`src/rtl/mem_arb_pkg.sv`:
```
// Shared types and constants for the two-port memory access arbiter.
package mem_arb_pkg;

    localparam int ARB_ADDR_W = 32;
    localparam int ARB_DATA_W = 32;

    localparam logic REQ_ID_0 = 1'b0;
    localparam logic REQ_ID_1 = 1'b1;

    typedef enum logic [1:0] {
        IDLE   = 2'd0,
        ACCESS = 2'd1,
        RESP   = 2'd2
    } arb_state_t;

endpackage

```
`src/rtl/mem_access_arbiter_if.sv`:
```
// Request/response handshakes for both requesters plus the memory pins.
interface mem_access_arbiter_if
    import mem_arb_pkg::*;
#(
    parameter int ADDR_W = ARB_ADDR_W,
    parameter int DATA_W = ARB_DATA_W
);
    logic              r0_req_valid;
    logic              r0_req_ready;
    logic              r0_req_we;
    logic [ADDR_W-1:0] r0_req_addr;
    logic [DATA_W-1:0] r0_req_wdata;
    logic              r0_rsp_valid;
    logic [DATA_W-1:0] r0_rsp_rdata;

    logic              r1_req_valid;
    logic              r1_req_ready;
    logic              r1_req_we;
    logic [ADDR_W-1:0] r1_req_addr;
    logic [DATA_W-1:0] r1_req_wdata;
    logic              r1_rsp_valid;
    logic [DATA_W-1:0] r1_rsp_rdata;

    logic [ADDR_W-1:0] mem_address;
    logic [DATA_W-1:0] mem_writeData;
    logic              mem_writeEnable;
    logic [DATA_W-1:0] mem_readData;

    // Requesters together with the memory model
    modport master (
        output r0_req_valid, r0_req_we, r0_req_addr, r0_req_wdata,
        input  r0_req_ready, r0_rsp_valid, r0_rsp_rdata,
        output r1_req_valid, r1_req_we, r1_req_addr, r1_req_wdata,
        input  r1_req_ready, r1_rsp_valid, r1_rsp_rdata,
        input  mem_address, mem_writeData, mem_writeEnable,
        output mem_readData
    );

    modport slave (
        input  r0_req_valid, r0_req_we, r0_req_addr, r0_req_wdata,
        output r0_req_ready, r0_rsp_valid, r0_rsp_rdata,
        input  r1_req_valid, r1_req_we, r1_req_addr, r1_req_wdata,
        output r1_req_ready, r1_rsp_valid, r1_rsp_rdata,
        output mem_address, mem_writeData, mem_writeEnable,
        input  mem_readData
    );

endinterface

```
`src/rtl/mem_arb_pick.sv`:
```
// Combinational winner selection; round-robin when MEM_ARB_ROUND_ROBIN_EN is
// defined, otherwise fixed priority to port 0.
module mem_arb_pick
    import mem_arb_pkg::*;
(
    input  logic valid0,
    input  logic valid1,
`ifdef MEM_ARB_ROUND_ROBIN_EN
    input  logic last_grant,
`endif
    output logic grant_id
);

    // Winner: on a tie prefer the port not granted last (or port 0 when fixed)
    always_comb begin
        grant_id = REQ_ID_0;
        if (valid0 && valid1) begin
`ifdef MEM_ARB_ROUND_ROBIN_EN
            grant_id = ~last_grant;
`else
            grant_id = REQ_ID_0;
`endif
        end else if (valid1) begin
            grant_id = REQ_ID_1;
        end else begin
            grant_id = REQ_ID_0;
        end
    end

endmodule

```
`src/rtl/mem_access_arbiter.sv`:
```
// Two-port arbiter and IDLE->ACCESS->RESP sequencer for a word-accessed memory.
// Optional round-robin arbitration via MEM_ARB_ROUND_ROBIN_EN.
module mem_access_arbiter
    import mem_arb_pkg::*;
#(
    parameter int ADDR_W = ARB_ADDR_W,
    parameter int DATA_W = ARB_DATA_W
) (
    input  logic                clk,
    input  logic                rst_n,
    mem_access_arbiter_if.slave bus
);

    localparam logic [ADDR_W-1:0] ADDR_MASK = {{(ADDR_W-2){1'b1}}, 2'b00};
    localparam logic [DATA_W-1:0] DATA_ZERO = {DATA_W{1'b0}};
    localparam logic [ADDR_W-1:0] ADDR_ZERO = {ADDR_W{1'b0}};

    arb_state_t        state_r;
    arb_state_t        state_nxt_s;
    logic              grant_id_s;
    logic              hs_s;
    logic              ready0_s;
    logic              ready1_s;
    logic              win_we_s;
    logic [ADDR_W-1:0] win_addr_s;
    logic [DATA_W-1:0] win_wdata_s;

    logic              owner_r;
    logic              mem_we_r;
    logic [ADDR_W-1:0] addr_r;
    logic [DATA_W-1:0] wdata_r;
    logic              rsp0_valid_r;
    logic              rsp1_valid_r;
    logic [DATA_W-1:0] rsp0_rdata_r;
    logic [DATA_W-1:0] rsp1_rdata_r;

`ifdef MEM_ARB_ROUND_ROBIN_EN
    logic              last_grant_r;
`endif

    mem_arb_pick u_pick (
        .valid0     (bus.r0_req_valid),
        .valid1     (bus.r1_req_valid),
`ifdef MEM_ARB_ROUND_ROBIN_EN
        .last_grant (last_grant_r),
`endif
        .grant_id   (grant_id_s)
    );

    // Request fields of the current winner
    always_comb begin
        if (grant_id_s == REQ_ID_1) begin
            win_we_s    = bus.r1_req_we;
            win_addr_s  = bus.r1_req_addr;
            win_wdata_s = bus.r1_req_wdata;
        end else begin
            win_we_s    = bus.r0_req_we;
            win_addr_s  = bus.r0_req_addr;
            win_wdata_s = bus.r0_req_wdata;
        end
    end

    // Next state and combinational ready; only IDLE accepts requests
    always_comb begin
        state_nxt_s = state_r;
        ready0_s    = 1'b0;
        ready1_s    = 1'b0;
        hs_s        = 1'b0;
        case (state_r)
            IDLE: begin
                ready0_s = bus.r0_req_valid & (grant_id_s == REQ_ID_0);
                ready1_s = bus.r1_req_valid & (grant_id_s == REQ_ID_1);
                hs_s     = ready0_s | ready1_s;
                if (hs_s) begin
                    state_nxt_s = ACCESS;
                end else begin
                    state_nxt_s = IDLE;
                end
            end
            ACCESS:  state_nxt_s = RESP;
            RESP:    state_nxt_s = IDLE;
            default: state_nxt_s = IDLE;
        endcase
    end

    // State register
    always_ff @(posedge clk or negedge rst_n) begin
        if (!rst_n) begin
            state_r <= IDLE;
        end else begin
            state_r <= state_nxt_s;
        end
    end

    // Latch the granted request; write strobe is live only during ACCESS
    always_ff @(posedge clk or negedge rst_n) begin
        if (!rst_n) begin
            owner_r  <= REQ_ID_0;
            mem_we_r <= 1'b0;
            addr_r   <= ADDR_ZERO;
            wdata_r  <= DATA_ZERO;
        end else begin
            mem_we_r <= hs_s & win_we_s;
            if (hs_s) begin
                owner_r <= grant_id_s;
                addr_r  <= win_addr_s & ADDR_MASK;
                wdata_r <= win_wdata_s;
            end
        end
    end

    // Capture read data at the end of ACCESS into the owner's response slot
    always_ff @(posedge clk or negedge rst_n) begin
        if (!rst_n) begin
            rsp0_valid_r <= 1'b0;
            rsp1_valid_r <= 1'b0;
            rsp0_rdata_r <= DATA_ZERO;
            rsp1_rdata_r <= DATA_ZERO;
        end else begin
            rsp0_valid_r <= 1'b0;
            rsp1_valid_r <= 1'b0;
            rsp0_rdata_r <= DATA_ZERO;
            rsp1_rdata_r <= DATA_ZERO;
            if (state_r == ACCESS) begin
                if (owner_r == REQ_ID_1) begin
                    rsp1_valid_r <= 1'b1;
                    rsp1_rdata_r <= mem_we_r ? DATA_ZERO : bus.mem_readData;
                end else begin
                    rsp0_valid_r <= 1'b1;
                    rsp0_rdata_r <= mem_we_r ? DATA_ZERO : bus.mem_readData;
                end
            end
        end
    end

`ifdef MEM_ARB_ROUND_ROBIN_EN
    // Last-grant register; reset value 1 lets port 0 win the first tie
    always_ff @(posedge clk or negedge rst_n) begin
        if (!rst_n) begin
            last_grant_r <= REQ_ID_1;
        end else if (hs_s) begin
            last_grant_r <= grant_id_s;
        end
    end
`endif

    assign bus.r0_req_ready    = ready0_s;
    assign bus.r1_req_ready    = ready1_s;
    assign bus.r0_rsp_valid    = rsp0_valid_r;
    assign bus.r1_rsp_valid    = rsp1_valid_r;
    assign bus.r0_rsp_rdata    = rsp0_rdata_r;
    assign bus.r1_rsp_rdata    = rsp1_rdata_r;
    assign bus.mem_address     = addr_r;
    assign bus.mem_writeData   = wdata_r;
    assign bus.mem_writeEnable = mem_we_r;

endmodule

```
`src/flat_wrapper.sv`:
```
// flat-port wrapper written by rule: the top's interface ports become plain ports
module mem_access_arbiter_flat import mem_arb_pkg::*;
#(
    parameter int ADDR_W = ARB_ADDR_W,
    parameter int DATA_W = ARB_DATA_W
)
  (clk, rst_n, bus_r0_req_valid, bus_r0_req_we, bus_r0_req_addr, bus_r0_req_wdata, bus_r0_req_ready, bus_r0_rsp_valid, bus_r0_rsp_rdata, bus_r1_req_valid, bus_r1_req_we, bus_r1_req_addr, bus_r1_req_wdata, bus_r1_req_ready, bus_r1_rsp_valid, bus_r1_rsp_rdata, bus_mem_address, bus_mem_writeData, bus_mem_writeEnable, bus_mem_readData);
  mem_access_arbiter_if #(.ADDR_W(ADDR_W), .DATA_W(DATA_W)) bus_i ();
  input  logic clk;
  input  logic rst_n;
  input wire logic [$bits(bus_i.r0_req_valid)-1:0] bus_r0_req_valid;
  input wire logic [$bits(bus_i.r0_req_we)-1:0] bus_r0_req_we;
  input wire logic [$bits(bus_i.r0_req_addr)-1:0] bus_r0_req_addr;
  input wire logic [$bits(bus_i.r0_req_wdata)-1:0] bus_r0_req_wdata;
  output wire logic [$bits(bus_i.r0_req_ready)-1:0] bus_r0_req_ready;
  output wire logic [$bits(bus_i.r0_rsp_valid)-1:0] bus_r0_rsp_valid;
  output wire logic [$bits(bus_i.r0_rsp_rdata)-1:0] bus_r0_rsp_rdata;
  input wire logic [$bits(bus_i.r1_req_valid)-1:0] bus_r1_req_valid;
  input wire logic [$bits(bus_i.r1_req_we)-1:0] bus_r1_req_we;
  input wire logic [$bits(bus_i.r1_req_addr)-1:0] bus_r1_req_addr;
  input wire logic [$bits(bus_i.r1_req_wdata)-1:0] bus_r1_req_wdata;
  output wire logic [$bits(bus_i.r1_req_ready)-1:0] bus_r1_req_ready;
  output wire logic [$bits(bus_i.r1_rsp_valid)-1:0] bus_r1_rsp_valid;
  output wire logic [$bits(bus_i.r1_rsp_rdata)-1:0] bus_r1_rsp_rdata;
  output wire logic [$bits(bus_i.mem_address)-1:0] bus_mem_address;
  output wire logic [$bits(bus_i.mem_writeData)-1:0] bus_mem_writeData;
  output wire logic [$bits(bus_i.mem_writeEnable)-1:0] bus_mem_writeEnable;
  input wire logic [$bits(bus_i.mem_readData)-1:0] bus_mem_readData;
  assign bus_i.r0_req_valid = bus_r0_req_valid;
  assign bus_i.r0_req_we = bus_r0_req_we;
  assign bus_i.r0_req_addr = bus_r0_req_addr;
  assign bus_i.r0_req_wdata = bus_r0_req_wdata;
  assign bus_r0_req_ready = bus_i.r0_req_ready;
  assign bus_r0_rsp_valid = bus_i.r0_rsp_valid;
  assign bus_r0_rsp_rdata = bus_i.r0_rsp_rdata;
  assign bus_i.r1_req_valid = bus_r1_req_valid;
  assign bus_i.r1_req_we = bus_r1_req_we;
  assign bus_i.r1_req_addr = bus_r1_req_addr;
  assign bus_i.r1_req_wdata = bus_r1_req_wdata;
  assign bus_r1_req_ready = bus_i.r1_req_ready;
  assign bus_r1_rsp_valid = bus_i.r1_rsp_valid;
  assign bus_r1_rsp_rdata = bus_i.r1_rsp_rdata;
  assign bus_mem_address = bus_i.mem_address;
  assign bus_mem_writeData = bus_i.mem_writeData;
  assign bus_mem_writeEnable = bus_i.mem_writeEnable;
  assign bus_i.mem_readData = bus_mem_readData;
  mem_access_arbiter #(.ADDR_W(ADDR_W), .DATA_W(DATA_W)) u_core (.clk(clk), .rst_n(rst_n), .bus(bus_i));
endmodule
```
`config.mk`:
```
export PLATFORM = sky130hd
export DESIGN_NAME = mem_access_arbiter_flat
export DESIGN_NICKNAME = d
export VERILOG_FILES = /design/src/rtl/mem_arb_pkg.sv /design/src/rtl/mem_access_arbiter_if.sv /design/src/rtl/mem_arb_pick.sv /design/src/rtl/mem_access_arbiter.sv /design/src/flat_wrapper.sv
export SDC_FILE = /design/constraint.sdc
export NUM_CORES = 1
export LEC_CHECK = 0
export CAP_MARGIN = 20
export CORE_ASPECT_RATIO = 0.8
export CORE_MARGIN = 8
export CORE_UTILIZATION = 36
export DETAILED_ROUTE_END_ITERATION = 12
export GPL_ROUTABILITY_DRIVEN = 0
export PLACE_DENSITY = 0.75
export SYNTH_ARGS = -nofsm -noshare
export SYNTH_HDL_FRONTEND = slang
export SYNTH_SLANG_ARGS = --single-unit
```
`constraint.sdc`:
```
create_clock -name clk -period 1.4 [get_ports clk]
set_input_delay 0.28 -clock clk [delete_from_list [all_inputs] [get_ports clk]]
set_output_delay 0.28 -clock clk [all_outputs]
set_load 0.02 [all_outputs]
```
**Word-level counts from Yosys, hierarchy flattened**

Index checks and enable logic that the tools add are counted.

- Register bits after elaboration: 132
- Input bits: 166
- Output and inout bits: 133
- Logic and storage cells: 36

- Eq/ne operators: 1
- Muxes and demuxes: 19
- Bitwise logic cells: 5
- Reduce and logical (&&, ||, !) cells: 2

Operators with widths:

| operator | count |
|---|---|
| $mux 32 | 7 |
| $mux 1 | 11 |
| $pmux 2 s2 | 1 |
| $and 1x1->1 | 3 |
| $eq 2x1->1 const B | 1 |
| $logic_not 2->1 | 1 |
| $logic_and 1x1->1 | 1 |
| $not 1->1 | 1 |
| $or 1x1->1 | 1 |

**Logic depth before layout (Yosys ltp)**

- Depth in word-level cells: 7
- Depth in mapped cells: 5
- Mapped depth without buffers: 3

**Hierarchy**

Synthesis repeated with hierarchy kept, for this count alone.

- Cell total of the unflattened synthesis: 392
- Area, all modules: 5395.2 um2

By module, submodules not included:

| module | instances | cells an instance | area an instance (um2) | seq. area each (um2) |
|---|---|---|---|---|
| mem_access_arbiter | 1 | 391 | 5381.4 | 3303.2 |
| mem_arb_pick | 1 | 1 | 13.8 | 0.0 |

**Worst setup path after synthesis**

No wires, ideal clock.

- Path kind: reg-to-reg
- From: register u_core.state_r[1]
- To: register u_core.addr_r[10], in the netlist u_core.bus.mem_address[10]
- Library setup time: 125 ps
- Arrival: 1344 ps
- Data required time: 1275 ps
- Path slack: -69 ps
- Stages on the path, launching flop included: 6
- Buffers on the path: 2
- Clock period less this slack: 1469 ps
- Cells stage by stage: dfrtp_1 nor2_1 o21a_1 buf_2 buf_4 mux2_4

- Longest elaborated chain between the ends: 2

Ends and longest elaborated chain:

| element | line | text |
|---|---|---|
| from (decl) | mem_access_arbiter.sv:18 | `arb_state_t state_r;` |
| from (signal assigned) | mem_access_arbiter.sv:91 | `state_r <= state_nxt_s;` |
| $logic_not 2->1 | mem_access_arbiter.sv:69 | `case (state_r)` |
| $mux 1 | mem_access_arbiter.sv:69 |  |
| to (signal assigned) | mem_access_arbiter.sv:106 | `addr_r <= win_addr_s & ADDR_MASK;` |
| to (decl) | mem_access_arbiter.sv:30 | `logic [ADDR_W-1:0] addr_r;` |

Every way passes these cells.
A chain may end at the register's enable or synchronous reset.

**Worst setup path in the final report**

- From: register u_core.state_r[1]
- To: register u_core.addr_r[2], in the netlist u_core.bus.mem_address[2]

The elaborated chain is that of the path after synthesis.

==> out/metrics.cfg <==
[clocking]
clk_path_buf_depth=2
cts_tree=built
clock_latency_ns=0.41
numCtsBuffers=17
htree_levels=4
cts-root-buf=clkbuf_16
clk_pin_slew_ns=0.06
numClockSinks=132

[global_routing]
overflow=0
antenna_found_initial=0
grt_pass1_vias=4603
grt_max_degree=41
grtUsageTotal_pct=17.36
grt_pass1_wl_mm=26.83

[detailed_routing]
drtPass1Iterations=4
wl_met2_mm=9.175
routed_wl_mm=18.38
drt-initial-drc-count=173
dr_wl_met3_mm=1.885
m1WireLength_mm=7.053
vias=4217
antenna_left=0
highest_layer=met4
drc=0
vias_per_cell=4.486
wl_per_cell_um=19.56

[floorplan]
initial_core_util_pct=36.98
rows=41
die_h_um=130.1
io_pins=299
fp.dieW_um=158.7
dieArea_um2=20650
fp.coreArea_um2=15850

[power_and_ir_drop]
design_power_total_uw=19140
power.density_nw_per_um2=1957
ir_drop_v=0.0009877
leakagePower_uw=0.004753

[synth]
synth_edf_count=0
synth_top_area_share_pct=56.35
synth-main-ff-cell=dfrtp_1
yosysSeqAreaShare_pct=56.35
synthesis.area_um2=5862
ys_seq_elements=132
synth_area_leaders=dfrtp_1, mux2_4, nor2_1, nand2b_1, buf_8
synth_top_area_cell=dfrtp_1
yosysWarnings=0
postSynthAreaPerCell_um2=14.92
async_flop_share_pct=100.0
synth_cell_types=19
synthCells=393

[layout]
syn2layout_area_growth_pct=66.79
fin_util_pct=61.68
final_cells=940
multi_input_area_um2=2397
regArea_um2=3303
antenna_cells=0
nFillCells=1210
fin_nets=878
drive_gt1_share_pct=38.07

[setup_path]
critPathRequiredTime_ns=1.69
cp-start-kind=register
crit_arrival_ns=1.84
worst-path-max-fanout=25
r2r_slack_ns=-0.15
cp-end-kind=register
r2r_end=u_core.bus.mem_address[2]
ff2ff_path_depth=5
setup.worst_path.class=register to register
r2r-start=u_core.state_r[1]

[timing]
hold_violations=0
finClkSkew_ns=0.005776
maxSlewViolCount=0
setup_viol=64
max_freq_ghz=0.6470
holdWs_ns=0.3384
fin_tns_setup_ns=-7.276
fin_crit_ns=1.546
fin_crit_sh_pct=110.4
setup_ws_ns=-0.1456
grt_setup_unrepaired=yes

[worst_hold_path]
hp-class=input port to asynchronous set/reset pin

[outcome]
status=finished, violations left
violations=setup timing

[place]
dp_cells=896
hpwlAfterDp_mm=13.84
port_buffers=292

[run]
max_cap_violations=0

flip-flops by register name (all words and copies together), names as in the netlist:
name / cells
u_core.owner_r: 1
u_core.bus.r1_rsp_valid: 1
u_core.bus.r1_rsp_rdata: 32
u_core.bus.mem_address: 30
u_core.bus.mem_writeData: 32
u_core.bus.r0_rsp_valid: 1
u_core.bus.mem_writeEnable: 1
u_core.bus.r0_rsp_rdata: 32
u_core.state_r: 2
power by group:
part           internal, uW  switching [uW]  total, uW
Combinational          4730            4230       8960
Sequential             5160             673       5830
Clock                  2630            1720       4350
how the worst max path moves through the flow:
stage / startpoint / endpoint / cells after the start
finish: u_core.state_r[1] / u_core.bus.mem_address[2] / 5
global route: u_core.state_r[1] / u_core.bus.mem_address[2] / 5
CTS: u_core.state_r[0] / bus_r1_req_ready / 3
detailed placement: bus_r0_req_valid / u_core.bus.mem_writeData[14] / 6
global placement: bus_r1_req_valid / bus_r1_req_ready / 4
floorplan: u_core.state_r[1] / u_core.bus.mem_address[14] / 5
cells by family after synthesis:
| group | share of synthesized area [%] |
|---|---|
| flops | 56.35 |
| mux | 31.42 |
| simple gates | 8.346 |
| buf+inv | 3.607 |
| compound gates | 0.2134 |
| other cells | 0.06397 |
worst max-delay path, cell delays in order, from the launching register on:
cell and delay (ns):
dfrtp_1 0.40, nor2_2 0.13, buf_4 0.13, o21a_4 0.18
buf_12 0.23, mux2_2 0.35
cells in the mapped netlist, drive strengths merged, types with 2 or more instances:
master    n
buf      16
clkbuf   10
dfrtp   132
inv       2
mux2    124
nand2b   34
nor2     66
nor2b     2
cells in the final DEF (no fill, tap or decap):
| master | n |
|---|---|
| inv_1 | 2 |
| clkdlybuf4s50_1 | 158 |
| nand2_1 | 1 |
| dlygate4sd3_1 | 1 |
| clkbuf_2 | 45 |
| clkinvlp_4 | 2 |
| buf_12 | 15 |
| o21a_4 | 1 |
| bufinv_16 | 2 |
| and2_2 | 1 |
| nor2b_4 | 1 |
| buf_6 | 6 |
| mux2_2 | 6 |
| nor2_2 | 1 |
| mux2i_1 | 1 |
| clkdlybuf4s15_1 | 45 |
| nor2b_2 | 1 |
| a21oi_1 | 1 |
| nor2_1 | 65 |
| mux2_4 | 118 |
| nor3_4 | 1 |
| clkbuf_16 | 20 |
| buf_4 | 11 |
| dlygate4sd2_1 | 8 |
| clkinv_2 | 5 |
| nand2b_4 | 1 |
| nand2b_1 | 33 |
| dfrtp_1 | 132 |
| clkinv_4 | 2 |
| conb_1 | 2 |
| inv_6 | 4 |
| clkdlybuf4s15_2 | 31 |
| buf_2 | 2 |
layer usage:
metal	track usage [%]	vias up
li1	-	1952
met1	19.43	2069
met2	29.74	180
met3	7.138	16
met4	5.423	0
met5	0	-
final cells by class:
type	instances	area share [%]
flip-flops and latches	132	33.79
clock inverters	15	1.561
multi-input cells	234	24.52
repair buffers	325	32.95
well taps	215	2.751
inverters	2	0.07679
clock buffers	17	4.351
timing repair:
action | in CTS | in global routing
resized for setup | 271 | 88
pin swaps | 2 | 2
hold buffers | 1 | 0
endpoints found under the hold margin | 36 | 0
endpoints found under the setup margin | 192 | 137
cloned | 0 | 3
buffers inserted | 3 | 5
through the flow:
stage          instance area [um2]  worst slack (ns)
3_3_place_gp                  9183           -0.5431
6_report                      9777           -0.1456
2_1_floorplan                 5903          -0.01061
3_5_place_dp                  9183           -0.5956
5_1_grt                       9777           -0.2354
4_1_cts                       9814           -0.1590
Power figures use the tool's default switching activity.
